$ cat src/rtl/alu_share_arbiter.sv
`default_nettype none
// ============================================================================
// Module      : alu_share_arbiter
// Description : Round-robin share of one combinational ALU between two
//               requesters. Accepts one request, drives the ALU for one
//               cycle, captures result/zero and returns them to the winner.
// Revision    : 1.0 - initial release
// ============================================================================
module alu_share_arbiter #(
    parameter int WIDTH = 32
) (
    input  logic             clk,
    input  logic             rst_n,
    input  logic             req0_valid,
    output logic             req0_ready,
    input  logic [1:0]       req0_alu_op,
    input  logic [2:0]       req0_func3,
    input  logic [6:0]       req0_func7,
    input  logic [WIDTH-1:0] req0_a,
    input  logic [WIDTH-1:0] req0_b,
    input  logic             req1_valid,
    output logic             req1_ready,
    input  logic [1:0]       req1_alu_op,
    input  logic [2:0]       req1_func3,
    input  logic [6:0]       req1_func7,
    input  logic [WIDTH-1:0] req1_a,
    input  logic [WIDTH-1:0] req1_b,
    output logic             resp0_valid,
    input  logic             resp0_ready,
    output logic             resp1_valid,
    input  logic             resp1_ready,
    output logic [WIDTH-1:0] resp_data,
    output logic             resp_zero,
    output logic [1:0]       alu_operation,
    output logic [2:0]       func3,
    output logic [6:0]       func7,
    output logic [WIDTH-1:0] alu_a,
    output logic [WIDTH-1:0] alu_b,
    input  logic [WIDTH-1:0] alu_result,
    input  logic             alu_zero
);

    typedef enum logic [1:0] {
        ST_IDLE = 2'd0,
        ST_EXEC = 2'd1,
        ST_RESP = 2'd2
    } state_t;

    state_t           r_state;
    state_t           w_state_next;
    logic             r_prio;
    logic             r_grant;
    logic [1:0]       r_op;
    logic [2:0]       r_func3;
    logic [6:0]       r_func7;
    logic [WIDTH-1:0] r_a;
    logic [WIDTH-1:0] r_b;
    logic [WIDTH-1:0] r_resp_data;
    logic             r_resp_zero;
    logic             w_winner;
    logic             w_accept;
    logic             w_resp_done;

    // Winner: the priority pointer under contention, otherwise whichever is valid
    always_comb begin
        w_winner = 1'b0;
        if (req0_valid && req1_valid) begin
            w_winner = r_prio;
        end else if (req1_valid) begin
            w_winner = 1'b1;
        end
    end

    // Next-state and handshake outputs; readies also held low while in reset
    always_comb begin
        w_state_next = r_state;
        req0_ready   = 1'b0;
        req1_ready   = 1'b0;
        resp0_valid  = 1'b0;
        resp1_valid  = 1'b0;
        w_accept     = 1'b0;
        w_resp_done  = 1'b0;
        case (r_state)
            ST_IDLE: begin
                req0_ready = rst_n && req0_valid && !w_winner;
                req1_ready = rst_n && req1_valid &&  w_winner;
                w_accept   = req0_ready || req1_ready;
                if (w_accept) begin
                    w_state_next = ST_EXEC;
                end
            end
            ST_EXEC: begin
                w_state_next = ST_RESP;
            end
            ST_RESP: begin
                resp0_valid = !r_grant;
                resp1_valid =  r_grant;
                w_resp_done = r_grant ? resp1_ready : resp0_ready;
                if (w_resp_done) begin
                    w_state_next = ST_IDLE;
                end
            end
            default: begin
                w_state_next = ST_IDLE;
            end
        endcase
    end

    // State register
    always_ff @(posedge clk or negedge rst_n) begin
        if (!rst_n) begin
            r_state <= ST_IDLE;
        end else begin
            r_state <= w_state_next;
        end
    end

    // Grant records the accepted requester; priority flips only on response completion
    always_ff @(posedge clk or negedge rst_n) begin
        if (!rst_n) begin
            r_grant <= 1'b0;
            r_prio  <= 1'b0;
        end else begin
            if (w_accept) begin
                r_grant <= req1_ready;
            end
            if (w_resp_done) begin
                r_prio <= ~r_grant;
            end
        end
    end

    // Issue registers: latch the winner's fields on acceptance, hold otherwise
    always_ff @(posedge clk or negedge rst_n) begin
        if (!rst_n) begin
            r_op    <= 2'b00;
            r_func3 <= 3'b000;
            r_func7 <= 7'b0000000;
            r_a     <= '0;
            r_b     <= '0;
        end else if (w_accept) begin
            r_op    <= req1_ready ? req1_alu_op : req0_alu_op;
            r_func3 <= req1_ready ? req1_func3  : req0_func3;
            r_func7 <= req1_ready ? req1_func7  : req0_func7;
            r_a     <= req1_ready ? req1_a      : req0_a;
            r_b     <= req1_ready ? req1_b      : req0_b;
        end
    end

    // Capture the ALU result and its own zero flag at the end of the execute cycle
    always_ff @(posedge clk or negedge rst_n) begin
        if (!rst_n) begin
            r_resp_data <= '0;
            r_resp_zero <= 1'b0;
        end else if (r_state == ST_EXEC) begin
            r_resp_data <= alu_result;
            r_resp_zero <= alu_zero;
        end
    end

    assign alu_operation = r_op;
    assign func3         = r_func3;
    assign func7         = r_func7;
    assign alu_a         = r_a;
    assign alu_b         = r_b;
    assign resp_data     = r_resp_data;
    assign resp_zero     = r_resp_zero;

endmodule
`default_nettype wire

$ cat config.mk
export PLATFORM = sky130hd
export DESIGN_NAME = alu_share_arbiter
export DESIGN_NICKNAME = d
export VERILOG_FILES = /design/src/rtl/alu_share_arbiter.sv
export SDC_FILE = /design/constraint.sdc
export NUM_CORES = 1
export LEC_CHECK = 0
export CAP_MARGIN = 30
export CELL_PAD_IN_SITES_DETAIL_PLACEMENT = 0
export CELL_PAD_IN_SITES_GLOBAL_PLACEMENT = 1
export CORE_AREA = 3 3 132 147
export CTS_BUF_LIST = sky130_fd_sc_hd__clkbuf_4
export CTS_CLUSTER_SIZE = 8
export DETAILED_ROUTE_END_ITERATION = 6
export DIE_AREA = 0 0 135 150
export PLACE_DENSITY = 0.94
export SLEW_MARGIN = 40
export SYNTH_ARGS = -nofsm -noshare
export SYNTH_HDL_FRONTEND = slang
export SYNTH_SLANG_ARGS = --single-unit
$ cat constraint.sdc
create_clock -name clk -period 3.95 [get_ports clk]
set_input_delay 0.79 -clock clk [delete_from_list [all_inputs] [get_ports clk]]
set_output_delay 0.79 -clock clk [all_outputs]
set_load 0.02 [all_outputs]
==> results.tsv <==
metric	value	unit
place.gp.congestion	0.769	
end_kind	primary output	
async_flop_share	100	%
ios	304	
finalHoldViolCount	0	
p_seq_share	31.9	%
p_sw_share	42.5	%
synth_enable_flop_cells	0	
rsz0062_at_grt	false	
p_sw	2730	uW
drt_iter0_markers	325	
cts_root_buf	clkbuf_4	
numCtsBuffers	17	
core	18200	um2
crit_arrival	2450	ps
fin_nets	999	
p_per_area	700	nW/um2
routed_wl	21500	um
clkSlewWorstSetupHoldPaths	130	ps
required	3160	ps
cap_violations	0	
grt_usage	20.1	%
ir_drop	320	uV
cts-htree-levels	4	
layout_commonest_cell	clkdlybuf4s50_1	
clock_power_share	13.5	%
cts_setup_buffers	0	
hold_path_class	in -> async	
grt_start_max_net_pins	154	
worst_pin_slew	808	ps
grt_pass1_vias	5637	
worst_setup_path_start_kind	register	
fp-row-count	52	
power.leakage	0.00335	uW
r2r_start	r_state[1]	
io_buffers	303	
seq_area_frac_synth	49.1	%
vias	5863	
setup-tns-final	0	ps
synth_ff_type	dfrtp_1	
die_y	150	um
worstSetupPathType	reg -> out	
die_w	135	um
reg2reg_depth	6	
drive_gt1_share	14.1	%
grt_antenna_before_repair	2	
slew_headroom	46.1	%
ctsLongestPathBuffers	2	
numClockSinks	113	
ctsResizeCount	0	
synth_seq_cells	113	
clock_skew	17.0	ps
wl_per_cell	20.2	um
synth_cell_types	26	
syn2layout_area_growth	59.2	%
hold_buffers	0	
grt_pass1_wl	32200	um
setup_viol	0	
status	finished, final reports clean	
ant_nets	0	
startpoint	r_state[1]	
drt-pass1-iter-count	5	
die-area	20300	um2
p_int	3690	uW
period_share	82.1	%
stdcell_count	1065	
avgViaCountPerCell	5.51	
synth_area	5760	um2
yosysWarnings	0	
post-place-cells	1032	
postSynthCellCount	555	
slew_violations	0	
combPwrFrac	54.6	%
start_util	31.7	%
timing.fmax	0.308	GHz
drcViolationCount	0	
hpwl	13800	um
period_needed	3240	ps
crit_path_max_fanout	6	
synth_nets	746	
grt-ovfl-total	0	
clk-insertion-delay-late	520	ps
synth_area_per_cell	10.4	um2
final_cell_mix	clkdlybuf4s50_1, dfrtp_1, a21oi_1, a31oi_1, nand4_1	
cts_tree	done	
## metal layers
metal  track usage, %  part of all wire (%)  wire [um]
met3             5.41                   7.0       1510
met1             25.0                    39       8370
met4             6.00                   2.0        440
met2             34.3                    52      11100
met5                0                 0.061         13
## state kept, by name, indices dropped and copies added (netlist names)
| register | flops |
|---|---|
| func7 | 7 |
| alu_a | 32 |
| r_grant | 1 |
| r_state | 2 |
| func3 | 3 |
| r_prio | 1 |
| alu_operation | 2 |
| resp_data | 32 |
| resp_zero | 1 |
| alu_b | 32 |
## cell families after synthesis
group | share of synthesized area, %
AO/OA/AOI/OAI | 28.0
AND/OR/NAND/NOR | 9.65
flip-flops | 49.1
multiplexers | 6.46
buffers and inverters | 6.80
## critical path, cell delays in order (launching register included)
cell             delay (ps)
dfrtp_1                 460
or3b_4                  430
nor3_1                  370
clkdlybuf4s50_1         680
## cell type report
| cell class | count | area (um2) |
|---|---|---|
| timing repair buffer | 315 | 3180 |
| fill | 1654 | 8990 |
| multi-input combinational | 357 | 2550 |
| tap | 243 | 304 |
| antenna | 1 | 2.50 |
| clock buffer | 17 | 128 |
| inverter | 4 | 16.3 |
| sequential | 113 | 2830 |
| clock inverter | 15 | 154 |
## synth_stat cells (2+ instances only)
library cell | number | area [um2]
dfrtp_1 | 113 | 2830
o21ai_0 | 3 | 15.0
clkbuf_1 | 43 | 161
buf_2 | 30 | 150
o31ai_1 | 46 | 345
mux2_2 | 33 | 372
a31oi_1 | 77 | 482
buf_1 | 2 | 7.51
inv_2 | 2 | 7.51
nor2_1 | 2 | 7.51
o31ai_2 | 30 | 375
nand2b_1 | 3 | 18.8
a21oi_1 | 77 | 385
nand2_1 | 2 | 7.51
inv_1 | 2 | 7.51
buf_6 | 4 | 45.0
and3_1 | 2 | 12.5
nand4_1 | 76 | 475
## power by group through the flow
stage | registers [uW] | logic (uW) | clock network [uW]
2_1_floorplan | 2720 | 1170 | 0
4_1_cts | 2050 | 3540 | 902
3_5_place_dp | 2060 | 3530 | 0
6_report | 2050 | 3500 | 866
5_1_grt | 2120 | 3710 | 970
3_3_place_gp | 2030 | 3500 | 0
## metrics by stage
step	utilization [%]	hold WS (ps)	power [uW]	setup slack, ps	area, um2
floorplan	-	494	3890	1230	5760
global placement	48.9	485	5530	756	8870
detailed placement	48.9	493	5600	733	8880
CTS	50.5	351	6490	648	9160
global route	50.5	342	6800	551	9160
finish	50.5	393	6420	705	9160
## path summary, 6_finish.rpt
path,to,slack (ps)
max in group asynchronous,alu_a[24],2520
min reg2reg,resp_data[30],520
min,alu_b[30],390
min in group clk,resp_data[30],520
max reg2reg,alu_b[3],1740
max,req1_ready,710
Power figures use the tool's default switching activity.
